**src/rtl/pll_reset_sequencer.sv**
```systemverilog
// PLL reset sequencer: synchronises the PLL lock indication and releases the
// per-domain resets one at a time, fastest domain first. Any lock loss after
// release has begun asserts every reset again and increments a saturating
// loss counter.
module pll_reset_sequencer #(
    parameter int unsigned NUM_RST       = 5,
    parameter int unsigned STABLE_CYCLES = 64,
    parameter int unsigned STEP_CYCLES   = 16,
    parameter int unsigned CNT_W         = 16
) (
    input  logic               clk_in_n,
    input  logic               reset,
    input  logic               locked,
    input  logic               sw_rst_req,
    input  logic               clr_sticky,
    output logic [NUM_RST-1:0] rst_out,
    output logic               seq_done,
    output logic               lock_lost_sticky,
    output logic [7:0]         lock_loss_cnt,
    output logic [1:0]         state
);

    typedef enum logic [1:0] {
        WAIT_LOCK = 2'd0,
        STABLE    = 2'd1,
        RELEASE   = 2'd2,
        RUN       = 2'd3
    } state_t;

    localparam int unsigned IDX_W = (NUM_RST > 1) ? $clog2(NUM_RST) : 1;
    localparam logic [CNT_W-1:0] STABLE_LAST = CNT_W'(STABLE_CYCLES - 1);
    localparam logic [CNT_W-1:0] STEP_LAST   = CNT_W'(STEP_CYCLES - 1);
    localparam logic [IDX_W-1:0] IDX_LAST    = IDX_W'(NUM_RST - 1);

    state_t             r_state;
    logic [CNT_W-1:0]   r_cnt;
    logic [IDX_W-1:0]   r_idx;
    logic [NUM_RST-1:0] r_rst_out;
    logic               r_seq_done;
    logic               r_sticky;
    logic [7:0]         r_loss_cnt;
    logic               r_sync1;
    logic               r_sync2;
    logic               w_locked_s;
    logic               w_loss;

    assign w_locked_s       = r_sync2;
    assign rst_out          = r_rst_out;
    assign seq_done         = r_seq_done;
    assign lock_lost_sticky = r_sticky;
    assign lock_loss_cnt    = r_loss_cnt;
    assign state            = r_state;

    // Lock loss only counts once the release sequence has started.
    always_comb begin
        w_loss = 1'b0;
        if (!w_locked_s && (r_state == RELEASE || r_state == RUN)) begin
            w_loss = 1'b1;
        end
    end

    // Two-flop synchroniser for the asynchronous PLL lock input.
    always_ff @(posedge clk_in_n or posedge reset) begin
        if (reset) begin
            r_sync1 <= 1'b0;
            r_sync2 <= 1'b0;
        end else begin
            r_sync1 <= locked;
            r_sync2 <= r_sync1;
        end
    end

    // Sequencing FSM: lock loss beats software request beats normal stepping.
    always_ff @(posedge clk_in_n or posedge reset) begin
        if (reset) begin
            r_state    <= WAIT_LOCK;
            r_cnt      <= '0;
            r_idx      <= '0;
            r_rst_out  <= '1;
            r_seq_done <= 1'b0;
        end else if (r_state == WAIT_LOCK) begin
            r_rst_out  <= '1;
            r_seq_done <= 1'b0;
            r_cnt      <= '0;
            r_idx      <= '0;
            if (w_locked_s) begin
                r_state <= STABLE;
            end
        end else if (!w_locked_s) begin
            r_state    <= WAIT_LOCK;
            r_cnt      <= '0;
            r_idx      <= '0;
            r_rst_out  <= '1;
            r_seq_done <= 1'b0;
        end else if (sw_rst_req) begin
            r_state    <= STABLE;
            r_cnt      <= '0;
            r_idx      <= '0;
            r_rst_out  <= '1;
            r_seq_done <= 1'b0;
        end else begin
            case (r_state)
                STABLE: begin
                    if (r_cnt == STABLE_LAST) begin
                        r_state <= RELEASE;
                        r_cnt   <= '0;
                        r_idx   <= '0;
                    end else begin
                        r_cnt <= r_cnt + CNT_W'(1);
                    end
                end
                RELEASE: begin
                    if (r_cnt == STEP_LAST) begin
                        r_cnt            <= '0;
                        r_rst_out[r_idx] <= 1'b0;
                        if (r_idx == IDX_LAST) begin
                            r_state    <= RUN;
                            r_seq_done <= 1'b1;
                        end else begin
                            r_idx <= r_idx + IDX_W'(1);
                        end
                    end else begin
                        r_cnt <= r_cnt + CNT_W'(1);
                    end
                end
                default: begin
                end
            endcase
        end
    end

    // Loss bookkeeping: sticky flag (set wins over clear) and saturating count.
    always_ff @(posedge clk_in_n or posedge reset) begin
        if (reset) begin
            r_sticky   <= 1'b0;
            r_loss_cnt <= '0;
        end else begin
            if (w_loss) begin
                r_sticky <= 1'b1;
            end else if (clr_sticky) begin
                r_sticky <= 1'b0;
            end
            if (w_loss && r_loss_cnt != 8'hFF) begin
                r_loss_cnt <= r_loss_cnt + 8'd1;
            end
        end
    end

endmodule

```
**config.mk**
```make
export PLATFORM = sky130hd
export DESIGN_NAME = pll_reset_sequencer
export DESIGN_NICKNAME = d
export VERILOG_FILES = /design/src/rtl/pll_reset_sequencer.sv
export SDC_FILE = /design/constraint.sdc
export NUM_CORES = 1
export LEC_CHECK = 0
export CAP_MARGIN = 25
export CORE_MARGIN = 2
export CORE_UTILIZATION = 40
export CTS_CLUSTER_SIZE = 24
export DETAILED_ROUTE_END_ITERATION = 8
export SLEW_MARGIN = 20
export SYNTH_ARGS = -nofsm -noshare
export SYNTH_HDL_FRONTEND = slang
export SYNTH_SLANG_ARGS = --single-unit
```
**constraint.sdc**
```tcl
create_clock -name clk_in_n -period 6.4 [get_ports clk_in_n]
set_clock_uncertainty 0.05 [all_clocks]
set_input_delay 1.28 -clock clk_in_n [delete_from_list [all_inputs] [get_ports clk_in_n]]
set_output_delay 1.28 -clock clk_in_n [all_outputs]
set_load 0.01 [all_outputs]
```
Word level (Yosys, flattened, before mapping) --
Cells that the tools add are included.
Storage, ports and cells: input bits 5, logic and storage cells 80, register bits 38
Cells by class: reduce and logical (&&, ||, !) cells 11, multiplexer cells 37, bitwise operators 2, magnitude comparators 2, equality and inequality tests 16, add/subtract/negate cells 3
Operators by type and width (count):
- $mux 16 | 5
- $pmux 16 s2 | 1
- $mux 5 | 5
- $mux 3 | 6
- $add 16x1->16 const B | 1
- $eq 16x4->1 const B | 1
- $eq 16x6->1 const B | 1
- $mux 2 | 7
- $ne 4x2->1 const B | 3
- $mux 1 | 10
- $ne 5x3->1 const B | 2
- $ne 5x5->1 const B | 2
- $add 8x1->8 const B | 1
- $ne 8x8->1 const B | 1
- $pmux 3 s2 | 1
- $and 5x5->5 | 1
- $ne 5x2->1 const B | 1
- $not 5->5 | 1
- $reduce_and 5->1 | 1
- $eq 2x2->1 const B | 2
- $lt 3x4->1 const B | 1
- $pmux 2 s2 | 1
- $reduce_and 4->1 | 1
- $add 3x1->3 const B | 1
- other kinds (12) | 14

Logic depth before layout (Yosys ltp) --
word-level depth 11, depth in mapped cells 7, mapped depth without buffers 6

Least setup slack after synthesis --
Ideal clock, no wire load.
path type input -> register, from input port sw_rst_req, to register r_cnt[6], data required time 6.286 ns, path buffers 0, setup time 0.064 ns, setup slack 3.999 ns, arrival 2.287 ns, stages 5, cells stage by stage nor2b_1 -> o21ai_1 -> a31o_2 -> o21ai_0 -> a21o_1
Between the ends: word-level cells in the longest chain between the ends 3
RTL lines:
- start, declared | RTL line 14 | input logic sw_rst_req,
- $mux 16 | RTL line 95 | end else if (sw_rst_req) begin
- $mux 16 | RTL line 89 | end else if (!w_locked_s) begin
- $mux 16 | RTL line 81 | end else if (r_state == WAIT_LOCK) begin
- end signal, assigned | RTL line 109 | r_cnt <= r_cnt + CNT_W'(1);
- end signal, assigned | RTL line 123 | r_cnt <= r_cnt + CNT_W'(1);
- end, declared | RTL line 36 | logic [CNT_W-1:0] r_cnt;
Several ways; a longest one is shown, not always the timed one. A chain may end at the register's enable or synchronous reset.

Worst setup path in the final report --
from input port sw_rst_req, to register r_idx[0]
Between the ends: word-level cells in the longest chain between the ends 3
RTL lines:
- parallel branches: the longest is 3 deep, another holds $ne 5x5->1
- end signal, assigned | RTL line 120 | r_idx <= r_idx + IDX_W'(1);
- end, declared | RTL line 37 | logic [IDX_W-1:0] r_idx;
Several ways; the timed one is not identified.

==> flow_results.xml <==
<?xml version="1.0" encoding="UTF-8"?>
<metrics>
  <group name="synthesis">
    <metric name="ys_seq_area_share" unit="%">49.1</metric>
    <metric name="synth.net_count" unit="">211</metric>
    <metric name="post_synth_instance_area" unit="sq mm">0.00195</metric>
    <metric name="synth_edf_count" unit="">0</metric>
    <metric name="yosysWarnings" unit="">0</metric>
    <metric name="async_reset_ff_share" unit="%">100</metric>
    <metric name="netlist_instances" unit="">202</metric>
    <metric name="yosys_most_used_dff" unit="">sky130_fd_sc_hd__dfrtp_1</metric>
    <metric name="netlist-cell-type-count" unit="">42</metric>
    <metric name="synthesis.area_per_instance" unit="sq um">9.66</metric>
    <metric name="synth.ff_latch_count" unit="">38</metric>
  </group>
  <group name="drt">
    <metric name="route.vias.total" unit="">1515</metric>
    <metric name="dr.first_iter.drc_count" unit="">82</metric>
    <metric name="post_drt_via_cell_ratio" unit="">5.12</metric>
    <metric name="number_of_detailed_routing_iterations_run_before_antenna_repair" unit="">4</metric>
    <metric name="wl" unit="microns">3900</metric>
    <metric name="wire_per_inst" unit="microns">13.2</metric>
    <metric name="drtAntennaViolNets" unit="">0</metric>
    <metric name="remaining_drc_errors" unit="">0</metric>
  </group>
  <group name="layout">
    <metric name="drive_gt1_share" unit="%">8.30</metric>
    <metric name="design_area" unit="sq mm">0.00232</metric>
    <metric name="layout.cells.most_common" unit="">sky130_fd_sc_hd__dfrtp_1</metric>
    <metric name="layout.nets" unit="">237</metric>
    <metric name="area.growth.synth_to_final" unit="%">18.7</metric>
    <metric name="n_fill_cell" unit="">462</metric>
    <metric name="insertedDiodeCount" unit="">0</metric>
    <metric name="most-common-layout-cells" unit="">sky130_fd_sc_hd__dfrtp_1, sky130_fd_sc_hd__nor2_1, sky130_fd_sc_hd__clkdlybuf4s50_1</metric>
  </group>
  <group name="critical_path">
    <metric name="worst-r2r-cell-count" unit="">5</metric>
    <metric name="timing.critical_path.fanout_max" unit="">15</metric>
    <metric name="path_cells" unit="">clkdlybuf4s50_1, nand3b_1, nor2_1, a32oi_4, o21ai_1, a22o_1</metric>
    <metric name="worstSetupEndpointType" unit="">register</metric>
    <metric name="critPathKind" unit="">in -&gt; reg</metric>
    <metric name="cp-start-kind" unit="">primary input</metric>
    <metric name="crit_path_top_delay_cell" unit="">sky130_fd_sc_hd__clkdlybuf4s50_1</metric>
    <metric name="crit_required" unit="ns">6.54</metric>
    <metric name="cp_data_arrival_time" unit="ns">3.03</metric>
    <metric name="critPathMaxStageDelay" unit="ns">0.53</metric>
  </group>
  <group name="power_and_ir_drop">
    <metric name="cellPowerDensity" unit="mW/mm^2">183</metric>
    <metric name="power.ir.vdd_worst" unit="V">0.000107</metric>
    <metric name="switching_share" unit="%">23.6</metric>
    <metric name="proportion_of_power_drawn_by_flip_flops_and_latches" unit="%">57.5</metric>
    <metric name="clock_power_share" unit="%">38.3</metric>
    <metric name="total_switching_power" unit="uW">100</metric>
    <metric name="power_report.internal_total" unit="uW">324</metric>
    <metric name="comb_power_share" unit="%">4.2</metric>
    <metric name="static-leakage-power" unit="nW">0.968</metric>
  </group>
  <group name="clocking">
    <metric name="postCtsSetupBuffers" unit="">0</metric>
    <metric name="clock_sink_count" unit="">38</metric>
    <metric name="cts-resized-gates" unit="">0</metric>
    <metric name="clock_buffers_created_by_tritoncts" unit="">5</metric>
    <metric name="cts-htree-levels" unit="">2</metric>
    <metric name="postCtsHoldBufs" unit="">0</metric>
    <metric name="cts.path.max_buffers" unit="">2</metric>
    <metric name="clk_pin_slew_worst_paths" unit="ns">0.08</metric>
    <metric name="cts_tree" unit="">done</metric>
    <metric name="clk_latency" unit="ns">0.29</metric>
    <metric name="clk_root_buffer_cell" unit="">sky130_fd_sc_hd__clkbuf_8</metric>
  </group>
  <group name="timing">
    <metric name="grt_setup_unrepaired" unit="">no</metric>
    <metric name="slew-limit-headroom" unit="%">54.3</metric>
    <metric name="final.hold.worst_slack" unit="ns">0.302</metric>
    <metric name="hold_violations" unit="">0</metric>
    <metric name="number_of_pins_with_negative_max_slew_slack_in_the_final_report" unit="">0</metric>
    <metric name="final_worst_path_cycle_share" unit="%">45.3</metric>
    <metric name="achievable-frequency" unit="MHz">345</metric>
    <metric name="tns" unit="ns">0</metric>
    <metric name="finalCriticalPeriod" unit="ns">2.90</metric>
    <metric name="setup_viol" unit="">0</metric>
    <metric name="worst-slew-pin-transition" unit="ns">0.681</metric>
  </group>
  <group name="floorplanning">
    <metric name="floorplan.io_pins" unit="">22</metric>
    <metric name="start_util" unit="%">41.3</metric>
    <metric name="die_w" unit="microns">73.8</metric>
    <metric name="placeableCoreArea" unit="sq mm">0.00472</metric>
    <metric name="dieHeight" unit="microns">73.8</metric>
    <metric name="floorplan.die_area" unit="sq mm">0.00545</metric>
    <metric name="core.rowCount" unit="">25</metric>
  </group>
  <group name="run">
    <metric name="drv.max_cap_violation_count" unit="">0</metric>
  </group>
  <group name="global_route">
    <metric name="grt_antenna_before_repair" unit="">0</metric>
    <metric name="first_global_vias" unit="">1389</metric>
    <metric name="global_route.overflow_total" unit="">0</metric>
    <metric name="grt_use_total" unit="%">15.9</metric>
    <metric name="maximum_number_of_pins_on_one_net_before_global_route_repair" unit="">39</metric>
    <metric name="wire_length_of_the_first_global_routing_pass" unit="microns">6720</metric>
  </group>
  <group name="placed_design">
    <metric name="dp.final_hpwl" unit="microns">2750</metric>
    <metric name="placedInstanceArea" unit="sq mm">0.00223</metric>
    <metric name="io_buffer_count" unit="">21</metric>
    <metric name="place_congestion" unit="">0.800</metric>
  </group>
  <group name="status">
    <metric name="run_status" unit="">completed</metric>
  </group>
  <group name="hold_path">
    <metric name="number_of_cells_on_the_worst_hold_path" unit="">0</metric>
    <metric name="hold_path.class" unit="">reg -&gt; reg</metric>
  </group>
</metrics>
-- worst max-delay path: cells and delay by family --
family                 cells  cell delay (ns)
AOI/OAI and AO/OA          3             0.87
buffers and inverters      1             0.53
and+or+nand+nor            2             0.35
-- worst paths after layout --
path | startpoint | endpoint | slack (ns)
max | sw_rst_req | r_idx[0] | 3.50
min | r_sync1 | r_sync2 | 0.30
max reg2reg | r_cnt[9] | r_idx[0] | 3.70
min reg2reg | r_sync1 | r_sync2 | 0.30
max in group asynchronous | reset | rst_out[4] | 4.58
min in group asynchronous | reset | seq_done | 1.36
-- registers in the layout, summed over array words and instances, names as in the netlist --
name,cells
state,2
seq_done,1
r_idx,3
lock_loss_cnt,8
r_sync2,1
r_cnt,16
lock_lost_sticky,1
rst_out,5
r_sync1,1
-- routing by layer --
metal	GRT usage (%)	share of wire [%]	vias to the layer above
li1	-	-	771
met1	22.1	50	715
met2	24.7	46	25
met3	3.70	3.0	4
met4	4.24	1.1	0
met5	0	0	-
-- final cells by class --
cell class / instances / area (sq um) / share of cell area, %
clock buffer: 6 / 72.6 / 3.13
clock inverter: 2 / 10.0 / 0.432
inverter: 10 / 37.5 / 1.62
multi-input combinational: 151 / 937 / 40.5
sequential: 38 / 957 / 41.3
tap: 67 / 83.8 / 3.62
timing repair buffer: 22 / 218 / 9.40
-- cells in the mapped netlist (2+ instances only) --
master                     count  area (sq um)
sky130_fd_sc_hd__clkbuf_1      2          7.51
sky130_fd_sc_hd__nor4_1        4          25.0
sky130_fd_sc_hd__a22o_1        4          35.0
sky130_fd_sc_hd__ha_1          4          50.1
sky130_fd_sc_hd__a31oi_1       4          25.0
sky130_fd_sc_hd__nor2b_1       2          12.5
sky130_fd_sc_hd__xnor2_1       8          70.1
sky130_fd_sc_hd__nor2_1       28           105
sky130_fd_sc_hd__and3_1        7          43.8
sky130_fd_sc_hd__inv_1        10          37.5
sky130_fd_sc_hd__nand3_1       7          35.0
sky130_fd_sc_hd__dfrtp_1      33           826
sky130_fd_sc_hd__xor2_1        3          26.3
sky130_fd_sc_hd__mux2i_1       3          30.0
sky130_fd_sc_hd__or3_1         2          12.5
sky130_fd_sc_hd__or4_1         3          22.5
sky130_fd_sc_hd__o21ai_1       5          25.0
sky130_fd_sc_hd__nand2b_1      3          18.8
sky130_fd_sc_hd__nand4_1       5          31.3
sky130_fd_sc_hd__a21o_1        4          30.0
sky130_fd_sc_hd__nand2_1      17          63.8
sky130_fd_sc_hd__or4_4         2          22.5
sky130_fd_sc_hd__a21oi_1       4          20.0
sky130_fd_sc_hd__o21ai_0      14          70.1
sky130_fd_sc_hd__nor3b_1       2          15.0
sky130_fd_sc_hd__dfstp_2       5           131
sky130_fd_sc_hd__nor3_1        2          10.0
-- power by group through the flow --
| stage | logic (mW) | registers, mW | clock network, mW |
|---|---|---|---|
| global placement | 0.0183 | 0.248 | 0 |
| finish | 0.0180 | 0.244 | 0.162 |
| floorplan | 0.0125 | 0.247 | 0 |
| CTS | 0.0186 | 0.244 | 0.165 |
| global route | 0.0207 | 0.244 | 0.175 |
| detailed placement | 0.0186 | 0.248 | 0 |
-- through the flow --
stage	power (mW)	util (%)	cells	worst slack [ns]
global placement	0.267	47.3	288	3.27
finish	0.424	49.0	296	3.50
detailed placement	0.267	47.3	288	3.19
CTS	0.427	49.0	296	3.50
floorplan	0.260	-	202	4.00
global route	0.440	49.0	296	3.36
-- kinds of logic after synthesis --
logic type,share of synthesized area [%]
fa+ha+maj,2.57
flops,49.1
compound gates,14.8
buf+inv,2.89
xor+xnor,4.94
simple gates,23.7
mux,2.12
No activity file was read; power rests on OpenSTA's default activity.
